File: src/rtl/muldiv_pkg.sv
// Shared definitions for the multi-cycle multiply/divide sequencer:
// operation codes, FSM states, constants and small operand helpers.
package muldiv_pkg;

    localparam int          ITER      = 32;
    localparam logic [31:0] DIV0_QUOT = 32'hFFFF_FFFF;

    // bit2 = divide family, bit1 = high word / remainder, bit0 = unsigned
    typedef enum logic [2:0] {
        OP_MUL  = 3'd0,
        OP_MULU = 3'd1,
        OP_MUH  = 3'd2,
        OP_MUHU = 3'd3,
        OP_DIV  = 3'd4,
        OP_DIVU = 3'd5,
        OP_MOD  = 3'd6,
        OP_MODU = 3'd7
    } op_e;

    typedef enum logic [2:0] {
        ST_IDLE  = 3'd0,
        ST_PREP  = 3'd1,
        ST_CALC  = 3'd2,
        ST_FIXUP = 3'd3,
        ST_DONE  = 3'd4
    } state_e;

    function automatic logic op_is_div(input op_e op);
        return op[2];
    endfunction

    function automatic logic op_is_signed(input op_e op);
        return ~op[0];
    endfunction

    function automatic logic op_is_rem(input op_e op);
        return op[2] & op[1];
    endfunction

    function automatic logic [31:0] mag32(input logic [31:0] v);
        return v[31] ? (32'd0 - v) : v;
    endfunction

    // Full 64-bit product; sign extension makes the low 64 bits exact for signed ops
    function automatic logic [63:0] mul_full(input op_e op, input logic [31:0] x,
                                             input logic [31:0] y);
        logic [63:0] xe;
        logic [63:0] ye;
        xe = op_is_signed(op) ? {{32{x[31]}}, x} : {32'd0, x};
        ye = op_is_signed(op) ? {{32{y[31]}}, y} : {32'd0, y};
        return xe * ye;
    endfunction

endpackage

File: src/rtl/muldiv_step.sv
// One iteration of the shared datapath: MSB-first shift-add for multiply,
// restoring shift-subtract for divide ({remainder, quotient} in the accumulator).
module muldiv_step (
    input  logic [63:0] acc,
    input  logic [31:0] opnd,
    input  logic        a_bit,
    input  logic        is_div,
    output logic [63:0] acc_next
);

    logic [32:0] trial_s;
    logic [32:0] diff_s;

    // Next accumulator for one multiply or divide iteration
    always_comb begin
        trial_s  = {acc[63:32], a_bit};
        diff_s   = trial_s - {1'b0, opnd};
        acc_next = 64'd0;
        if (is_div) begin
            // remainder < divisor always, so diff_s[32] is a clean borrow flag
            if (!diff_s[32]) begin
                acc_next = {diff_s[31:0], acc[30:0], 1'b1};
            end else begin
                acc_next = {trial_s[31:0], acc[30:0], 1'b0};
            end
        end else begin
            acc_next = {acc[62:0], 1'b0} + (a_bit ? {32'd0, opnd} : 64'd0);
        end
    end

endmodule

File: src/rtl/muldiv_seq.sv
// Multi-cycle multiply/divide sequencer (FSM, operand/sign registers, result mux).
// Optional MULDIV_FAST_MUL_EN: multiply ops bypass the iterative loop (done at N+2).
module muldiv_seq
    import muldiv_pkg::*;
#(
    parameter int XLEN = 32,
    parameter int ITER = 32
) (
    input  logic            clk,
    input  logic            rst_n,
    input  logic            start,
    input  logic [2:0]      op,
    input  logic [XLEN-1:0] a,
    input  logic [XLEN-1:0] b,
    input  logic            flush,
    output logic            busy,
    output logic            done,
    output logic [XLEN-1:0] result,
    output logic            div_zero
);

`ifdef MULDIV_FAST_MUL_EN
    localparam logic FAST_MUL = 1'b1;
`else
    localparam logic FAST_MUL = 1'b0;
`endif

    state_e          state_r;
    op_e             op_r;
    logic [31:0]     a_r;
    logic [31:0]     b_r;
    logic [63:0]     acc_r;
    logic [4:0]      cnt_r;
    logic            neg_q_r;
    logic            neg_r_r;
    logic            busy_r;
    logic            done_r;
    logic            div_zero_r;
    logic [31:0]     result_r;

    logic [63:0]     acc_next_s;
    logic [63:0]     prod_s;
    logic [31:0]     quot_s;
    logic [31:0]     rem_s;
    logic [31:0]     fix_s;
    op_e             op_in_s;

    assign op_in_s = op_e'(op);

    // a_r doubles as the shift register that feeds one operand bit per step
    muldiv_step u_step (
        .acc      (acc_r),
        .opnd     (b_r),
        .a_bit    (a_r[31]),
        .is_div   (op_is_div(op_r)),
        .acc_next (acc_next_s)
    );

    // Sign correction and output selection, registered on the edge into DONE
    always_comb begin
        prod_s = neg_q_r ? (64'd0 - acc_r) : acc_r;
        quot_s = neg_q_r ? (32'd0 - acc_r[31:0]) : acc_r[31:0];
        rem_s  = neg_r_r ? (32'd0 - acc_r[63:32]) : acc_r[63:32];
        case (op_r)
            OP_MUL, OP_MULU: fix_s = prod_s[31:0];
            OP_MUH, OP_MUHU: fix_s = prod_s[63:32];
            OP_DIV, OP_DIVU: fix_s = quot_s;
            OP_MOD, OP_MODU: fix_s = rem_s;
            default:         fix_s = 32'd0;
        endcase
    end

    // Sequencer FSM with registered status and result outputs
    always_ff @(posedge clk) begin
        if (!rst_n) begin
            state_r    <= ST_IDLE;
            op_r       <= OP_MUL;
            a_r        <= 32'd0;
            b_r        <= 32'd0;
            acc_r      <= 64'd0;
            cnt_r      <= 5'd0;
            neg_q_r    <= 1'b0;
            neg_r_r    <= 1'b0;
            busy_r     <= 1'b0;
            done_r     <= 1'b0;
            div_zero_r <= 1'b0;
            result_r   <= 32'd0;
        end else if (flush && (state_r != ST_IDLE)) begin
            state_r <= ST_IDLE;
            busy_r  <= 1'b0;
            done_r  <= 1'b0;
        end else begin
            case (state_r)
                ST_IDLE: begin
                    done_r <= 1'b0;
                    if (start) begin
                        op_r   <= op_in_s;
                        a_r    <= a;
                        b_r    <= b;
                        busy_r <= 1'b1;
                        if (op_is_div(op_in_s) && (b == 32'd0)) begin
                            state_r    <= ST_DONE;
                            done_r     <= 1'b1;
                            div_zero_r <= 1'b1;
                            result_r   <= op_is_rem(op_in_s) ? a : DIV0_QUOT;
                        end else if (FAST_MUL && !op_is_div(op_in_s)) begin
                            acc_r   <= mul_full(op_in_s, a, b);
                            neg_q_r <= 1'b0;
                            neg_r_r <= 1'b0;
                            state_r <= ST_FIXUP;
                        end else begin
                            state_r <= ST_PREP;
                        end
                    end
                end
                ST_PREP: begin
                    if (op_is_signed(op_r)) begin
                        a_r <= mag32(a_r);
                        b_r <= mag32(b_r);
                    end
                    neg_q_r <= op_is_signed(op_r) & (a_r[31] ^ b_r[31]);
                    neg_r_r <= op_is_signed(op_r) & a_r[31];
                    acc_r   <= 64'd0;
                    cnt_r   <= 5'd0;
                    state_r <= ST_CALC;
                end
                ST_CALC: begin
                    acc_r <= acc_next_s;
                    a_r   <= {a_r[30:0], 1'b0};
                    cnt_r <= cnt_r + 5'd1;
                    if (cnt_r == 5'(ITER - 1)) begin
                        state_r <= ST_FIXUP;
                    end
                end
                ST_FIXUP: begin
                    result_r   <= fix_s;
                    div_zero_r <= 1'b0;
                    done_r     <= 1'b1;
                    state_r    <= ST_DONE;
                end
                ST_DONE: begin
                    done_r  <= 1'b0;
                    busy_r  <= 1'b0;
                    state_r <= ST_IDLE;
                end
                default: begin
                    done_r  <= 1'b0;
                    busy_r  <= 1'b0;
                    state_r <= ST_IDLE;
                end
            endcase
        end
    end

    assign busy     = busy_r;
    assign done     = done_r;
    assign result   = result_r;
    assign div_zero = div_zero_r;

endmodule

File: config.mk
export PLATFORM = sky130hd
export DESIGN_NAME = muldiv_seq
export DESIGN_NICKNAME = d
export VERILOG_FILES = /design/src/rtl/muldiv_pkg.sv /design/src/rtl/muldiv_step.sv /design/src/rtl/muldiv_seq.sv
export SDC_FILE = /design/constraint.sdc
export NUM_CORES = 1
export LEC_CHECK = 0
export ABC_AREA = 1
export BUFFER_PORTS_ARGS = -buffer_cell sky130_fd_sc_hd__buf_2
export CORE_ASPECT_RATIO = 0.6
export CORE_MARGIN = 5
export CORE_UTILIZATION = 30
export CTS_BUF_LIST = sky130_fd_sc_hd__clkbuf_4
export DETAILED_ROUTE_END_ITERATION = 7
export GPL_TIMING_DRIVEN = 0
export PLACE_DENSITY = 0.44
export SKIP_LAST_GASP = 1
export SYNTH_ARGS = -nofsm -noshare
export SYNTH_HDL_FRONTEND = slang
export SYNTH_SLANG_ARGS = --single-unit
export TNS_END_PERCENT = 50
File: constraint.sdc
create_clock -name clk -period 3.1 [get_ports clk]
set_input_delay 0.62 -clock clk [delete_from_list [all_inputs] [get_ports clk]]
set_output_delay 0.62 -clock clk [all_outputs]
set_load 0.05 [all_outputs]
==> results by group, run 1 <==
Run status
  – Status: complete, but fails checks
  – Failing checks: setup timing

Floorplanning
  – Core Region: 66200 µm²
  – Num ports: 106
  – Die ar.: 72300 µm²
  – Row count: 73
  – Die width: 344 µm
  – Die H: 210 µm
  – Initial core utilization: 30.3%

Timing
  – Slew headroom: 25.7%
  – Tmin final: 3.35 ns
  – Pins Over Slew Limit: 0
  – RSZ-0062 raised after global routing: yes
  – Endpoints failing hold: 0
  – Clock Skew: 0.0580 ns
  – Worst Tran Pin Value: 1.11 ns
  – Final Cycle Share: 108%
  – Achievable Freq: 0.298 GHz
  – Finish-stage setup viols: 6
  – Worst setup slack after layout: -0.253 ns

Power and ir drop
  – Flop pwr share: 20.2%
  – Internal power: 6.33 mW
  – Peak supply drop: 0.000364 V
  – Sw Share: 63.2%
  – Clock share of power: 9.4%
  – Sw Pwr: 10.9 mW
  – Pwr per Cell Area: 764 nW/µm²
  – Combinational fraction of design power: 70.4%
  – LEAKAGE: 11.3 nW

Synthesis
  – Cell Area, Synth: 20100 µm²
  – Area leader, netlist: nand2_1
  – Synthesized net count: 3834
  – Top FF cell, synth: dfxtp_1
  – Synth unique cells: 57
  – Post-synth EDFFs: 0
  – Synth Register Bits: 176
  – Syn_area_per_cell: 5.44 µm²
  – Seq/Total Area, Yosys: 17.6%
  – Total of warnings raised by yosys: 0
  – Post-synth top area share: 21.7%
  – Mapped Cells: 3689
  – Async SR Flop Fraction: 0%
  – Most area-consuming cells after synthesis: nand2_1, dfxtp_1, inv_1, nand3_1, a21oi_1

Clocking
  – Hold-fix buffers at CTS: 0
  – Worst skew pair latency: 0.77 ns
  – H-tree Lvls: 4
  – Num CTS Buffers: 17
  – CTS tree: done
  – Clk sinks: 176
  – Clock root cell: clkbuf_4
  – Clk slew on worst S/H paths: 0.21 ns
  – CTS max path bufs: 2

Place
  – Setup WS pre-CTS: -0.791 ns
  – Placer Congestion: 1.04
  – Number of port buffers: 104
  – Post-placement cell count: 4693
  – Final HPWL DP: 96.3 mm
  – DP Area: 21700 µm²

Detailed routing
  – Drt initial violations: 3881
  – Post-DRT Antenna Nets: 0
  – TritonRoute pass-1 iters: 6
  – Vias per cell: 5.43
  – DRT Wirelength: 114 mm
  – DRC Markers: 0
  – Vias: 25800
  – Post-DR wirelength/cell: 24.1 µm

Global route
  – Total grt overflow: 0
  – Total GRT Usage: 30.4%
  – Vias in the first global route: 22200
  – Largest net degree at the start of global routing: 21
  – Global-route wire length before repair: 160 mm
  – Initial antenna violation count: 6

Cells and area
  – Finished Layout Cells: 4741
  – Fin util: 34.0%
  – Cell area after layout: 22500 µm²
  – Fin nets: 3970
  – Layout cells sized above 1: 10.4%
  – Synthesis-to-finish area growth: 12.0%

Setup path
  – Crit-path max FO: 6
  – Crit start category: flip-flop
  – CP startpoint: acc_r[27]$_SDFFE_PN0P_
  – CP Data Arrival Time: 3.99 ns
  – Crit. End Element: flip-flop
  – WP data required: 3.74 ns
  – Setup Crit Path Kind: reg2reg
  – Reg2Reg Launch Point: acc_r[27]$_SDFFE_PN0P_

Run
  – Max cap viols: 0

Worst hold path
  – Min-delay src: b[19]
  – Worst min path class: in2reg
through the flow:
stage	hold WS (ns)	TNS [ns]	total power, mW
after global placement	0.464	-22.68	15.1
after detailed placement	0.461	-21.91	15.0
after CTS	0.0870	-0.156	16.6
final	0.150	-0.681	17.2
after floorplan	0.444	0	10.9
after global routing	0.109	-0.621	18.2
Yosys cell counts, types with 11 or more instances:
cell and n:
clkbuf_1 74, o211ai_1 23, o21bai_1 12, nor3_1 46
inv_2 14, nand2_2 18, nor4_1 17, nand4_1 48
nor2_2 23, o22ai_1 12, a211oi_1 14, a221oi_1 18
buf_2 36, o21ai_1 23, inv_1 517, dfxtp_1 176
o21ai_0 172, nand3b_1 21, buf_6 11, xor2_1 35
buf_4 17, nand2_1 1160, nand3_1 371, ha_1 72
a21oi_1 275, nor2_1 363
final cells by class:
type / count / area [µm²]
clock inverter: 15 / 191
buffer: 146 / 776
tap: 900 / 1130
fill: 7700 / 43700
clock buffer: 17 / 128
antenna: 3 / 7.51
inverter: 534 / 2010
multi-input combinational: 2833 / 14100
sequential: 176 / 3530
timing repair buffer: 117 / 631
worst paths after layout:
kind                            slack, ns                 endpoint  cells past startpoint
worst max-delay path                -0.25  result[30]$_SDFFE_PN0P_                     12
worst min-delay path                 0.15     b_r[19]$_SDFFE_PN0P_                      3
worst max register to register      -0.25  result[30]$_SDFFE_PN0P_                     12
worst min register to register       0.48  result[29]$_SDFFE_PN0P_                      2
cells in the final DEF (no fill, tap or decap), types with 31 or more instances in the layout:
| master | synthesis | final |
|---|---|---|
| a21oi_1 | 275 | 267 |
| o21ai_0 | 172 | 170 |
| nor3_1 | 46 | 45 |
| nand2_1 | 1160 | 1136 |
| nand2_2 | 18 | 39 |
| inv_1 | 517 | 516 |
| ha_1 | 72 | 66 |
| nand3_1 | 371 | 363 |
| nand4_1 | 48 | 48 |
| xor2_1 | 35 | 35 |
| nor2_2 | 23 | 31 |
| nor2_1 | 363 | 352 |
| dfxtp_1 | 176 | 170 |
| clkbuf_1 | 74 | 70 |
| buf_2 | 36 | 140 |
timing repair:
item,4_1_cts,5_1_grt
gates resized for setup,30,73
setup endpoints to repair,53,50
pin swaps,1,11
buffers inserted,4,9
kinds of logic after synthesis:
| group | after synthesis | synth area share [%] |
|---|---|---|
| XOR/XNOR | 45 | 1.96 |
| AND/OR/NAND/NOR | 2122 | 45.4 |
| adder cells (fa/ha/maj) | 74 | 4.69 |
| buffers and inverters | 680 | 13.7 |
| AO/OA/AOI/OAI | 592 | 16.7 |
| flip-flops | 176 | 17.6 |
worst max-delay path, cell delays in order (launching register included):
cell and delay [ns]:
dfxtp_1 0.46, nor2_1 0.28, nand2_1 0.18, nor3_1 0.84, nand2_1 0.15, nor2_2 0.49, o21ai_0 0.16, nand3_1 0.10
nand2_1 0.19, nor2_1 0.15, nand2_1 0.10, nand2_1 0.08, a21oi_1 0.07
power groups by stage:
| stage | combinational (mW) | clock, mW | sequential [mW] |
|---|---|---|---|
| 3_3_place_gp | 11.6 | 0 | 3.52 |
| 2_1_floorplan | 6.99 | 0 | 3.90 |
| 4_1_cts | 11.5 | 1.65 | 3.45 |
| 6_report | 12.1 | 1.62 | 3.47 |
| 3_5_place_dp | 11.5 | 0 | 3.50 |
| 5_1_grt | 12.9 | 1.72 | 3.54 |
sequential cells by signal, summed over array words and instances (netlist names):
| register | flops |
|---|---|
| neg_q_r | 1 |
| cnt_r | 5 |
| done | 1 |
| a_r | 32 |
| busy | 1 |
| op_r | 3 |
| state_r | 3 |
| div_zero | 1 |
| neg_r_r | 1 |
| acc_r | 64 |
| result | 32 |
| b_r | 32 |
routing by layer:
layer  vias up  GRT usage (%)  share of wire [%]
met1     12100           50.4                 51
met4         0           3.53               0.79
met5         -              0                  0
met2      1445           35.7                 34
li1      12200              -                  -
met3        48           12.3                 15
Note: power is estimated with default switching activity, not from simulation.
==> run 2, diff against run 1 <==
--- a/config.mk
+++ b/config.mk
@@ -10,3 +10,2 @@
 export CORE_ASPECT_RATIO = 0.6
-export CORE_MARGIN = 5
 export CORE_UTILIZATION = 30
@@ -15,2 +14,3 @@
 export GPL_TIMING_DRIVEN = 0
+export HOLD_SLACK_MARGIN = 0.12
 export PLACE_DENSITY = 0.44
==> constraint.sdc (replaced) <==
create_clock -name clk -period 3.1 [get_ports clk]
set_input_delay 0.31 -clock clk [delete_from_list [all_inputs] [get_ports clk]]
set_output_delay 0.31 -clock clk [all_outputs]
set_load 0.05 [all_outputs]
==> results by group, run 2 (synthesis gave the netlist of run 1 again) <==
Setup path
  – Top delay family on crit path: simple AND/OR/NAND/NOR gates
  – WP data required: 3.80 ns
  – Worst path cell trace: nor2_1 > nand2_1 > nor3_1 > nand2_1 > nor2_2 > o21ai_0 > nand3_1 > nand2_1 > nor2_1 > nand2_1 > nand2_1 > a21oi_1
  – Most common cell type on the critical path: nand2_1
  – Critical path buffer and inverter count: 0
  – Crit-path max FO: 6
  – Reg2Reg Launch Point: acc_r[27]$_SDFFE_PN0P_
  – CP Data Arrival Time: 4.02 ns
  – R2R depth: 12
  – Worst r2r dst: result[30]$_SDFFE_PN0P_
  – CP max-delay cell: nor3_1
  – Reg2Reg Setup Slack: -0.22 ns
  – Crit start category: flip-flop
  – CP max stage delay: 0.79 ns
  – Crit. End Element: flip-flop
  – Setup Crit Path Kind: reg2reg

Global route
  – Vias in the first global route: 22500
  – Global-route wire length before repair: 164 mm
  – Layer with the highest usage: met1
  – Total GRT Usage: 33.6%
  – Grt met2 use: 39.8%
  – Met1 usage: 55.1%
  – Grt met3 use: 12.4%
  – Initial antenna violation count: 5
  – Total grt overflow: 0
  – Largest net degree at the start of global routing: 22

Timing
  – Achievable Freq: 0.301 GHz
  – Setup_tns: -0.589 ns
  – Tmin final: 3.32 ns
  – Endpoints failing hold: 0
  – Pins Over Slew Limit: 0
  – Clock Skew: 0.0480 ns
  – Worst setup slack after layout: -0.223 ns
  – RSZ-0062 raised after global routing: yes
  – Worst Tran Pin Value: 1.22 ns
  – Slew headroom: 18.7%
  – Final Cycle Share: 107%
  – Finish-stage setup viols: 4

Power and ir drop
  – Peak supply drop: 0.000449 V
  – LEAKAGE: 11.6 nW
  – Total power: 17.4 mW
  – Pwr per Cell Area: 747 nW/µm²

Floorplanning
  – Num ports: 106
  – Row count: 73
  – Die width: 336 µm
  – Core Region: 66200 µm²
  – Initial core utilization: 30.3%
  – Die ar.: 68000 µm²
  – Die H: 202 µm

Worst hold path
  – Hold Path Depth: 3
  – WHS Endpoint: busy$_SDFFE_PP0P_
  – Worst min path class: in2reg
  – Min-delay src: rst_n

Clocking
  – CTS max path bufs: 2
  – Clock root cell: clkbuf_4
  – Worst skew pair latency: 0.82 ns
  – Clk slew on worst S/H paths: 0.23 ns
  – Num CTS Buffers: 17
  – H-tree Lvls: 4
  – Clk sinks: 176
  – CTS tree: done

Cells and area
  – Top reg by flops: acc_r
  – Most frequent cells in the layout: nand2_1, inv_1, nand3_1
  – Fin util: 35.2%
  – Synthesis-to-finish area growth: 16.1%
  – Commonest non-fill, non-tap cell in the layout: nand2_1
  – Max reg flops: 64
  – Fin nets: 4039
  – Layout cells sized above 1: 10.7%
  – Cell area after layout: 23300 µm²

Detailed routing
  – DRC Markers: 0
  – Vias per cell: 5.33
  – DRT Wirelength: 116 mm
  – Post-DRT Antenna Nets: 0
  – Post-DR wirelength/cell: 24.0 µm
  – Drt initial violations: 3561
  – TritonRoute pass-1 iters: 8
  – Vias: 25700

Place
  – DP Area: 21700 µm²
  – Final HPWL DP: 97.2 mm
  – Number of port buffers: 104
  – Placer Congestion: 1.04

Run status
  – Failing checks: setup timing
  – Status: complete, but fails checks

Run
  – Max cap viols: 0
## run 2: layout make-up
| type | instances | area, µm² |
|---|---|---|
| multi-input combinational | 2833 | 14200 |
| timing repair buffer | 186 | 1320 |
| inverter | 534 | 2010 |
| tap | 900 | 1130 |
| clock buffer | 17 | 128 |
| sequential | 176 | 3540 |
| buffer | 146 | 778 |
| antenna | 10 | 25.0 |
| fill | 7691 | 42900 |
| clock inverter | 15 | 204 |
## run 2: per-layer routing
metal | share of wire (%) | vias up
met5 | 0.12 | -
met4 | 0.76 | 4
met3 | 14 | 53
met2 | 34 | 1307
met1 | 52 | 12000
li1 | - | 12300
## run 2: worst max path at each step
stage	startpoint	endpoint	slack, ns	depth (start not counted)
after global placement	a_r[31]$_SDFFE_PN0P_	acc_r[49]$_SDFFE_PN0P_	-0.85	20
final	acc_r[27]$_SDFFE_PN0P_	result[30]$_SDFFE_PN0P_	-0.22	12
after CTS	a_r[31]$_SDFFE_PN0P_	acc_r[44]$_SDFFE_PN0P_	-0.04	16
after detailed placement	a_r[31]$_SDFFE_PN0P_	acc_r[49]$_SDFFE_PN0P_	-0.83	20
after floorplan	a_r[31]$_SDFFE_PN0P_	acc_r[61]$_SDFFE_PN0P_	0.65	22
after global routing	acc_r[27]$_SDFFE_PN0P_	result[30]$_SDFFE_PN0P_	-0.09	12
## run 2: power by group
part	leakage [nW]	internal (mW)	total (mW)	switching, mW
clock network	0.173	0.408	1.64	1.23
registers	1.44	2.85	3.49	0.646
logic	10.0	3.20	12.3	9.06
total	11.6	6.45	17.4	10.9
## run 2: worst min-delay path, stage by stage
cell and delay (ns):
clkbuf_1 0.33, nand2_1 0.34, a21oi_1 0.06
## run 2: repair_timing
action / 4_1_cts / 5_1_grt
resized for setup: 45 / 81
setup endpoints to repair: 55 / 46
hold buffers: 70 / 0
endpoints found under the hold margin: 107 / 0
pin swaps: 5 / 8
setup buffers: 7 / 5
## run 2: per-stage QoR
| step | setup slack (ns) | instances | hold slack (ns) |
|---|---|---|---|
| floorplan | 0.650 | 3689 | 0.431 |
| global placement | -0.850 | 4693 | 0.457 |
| detailed placement | -0.827 | 4693 | 0.457 |
| CTS | -0.0419 | 4802 | 0.200 |
| global route | -0.0881 | 4815 | 0.199 |
| finish | -0.223 | 4817 | 0.244 |
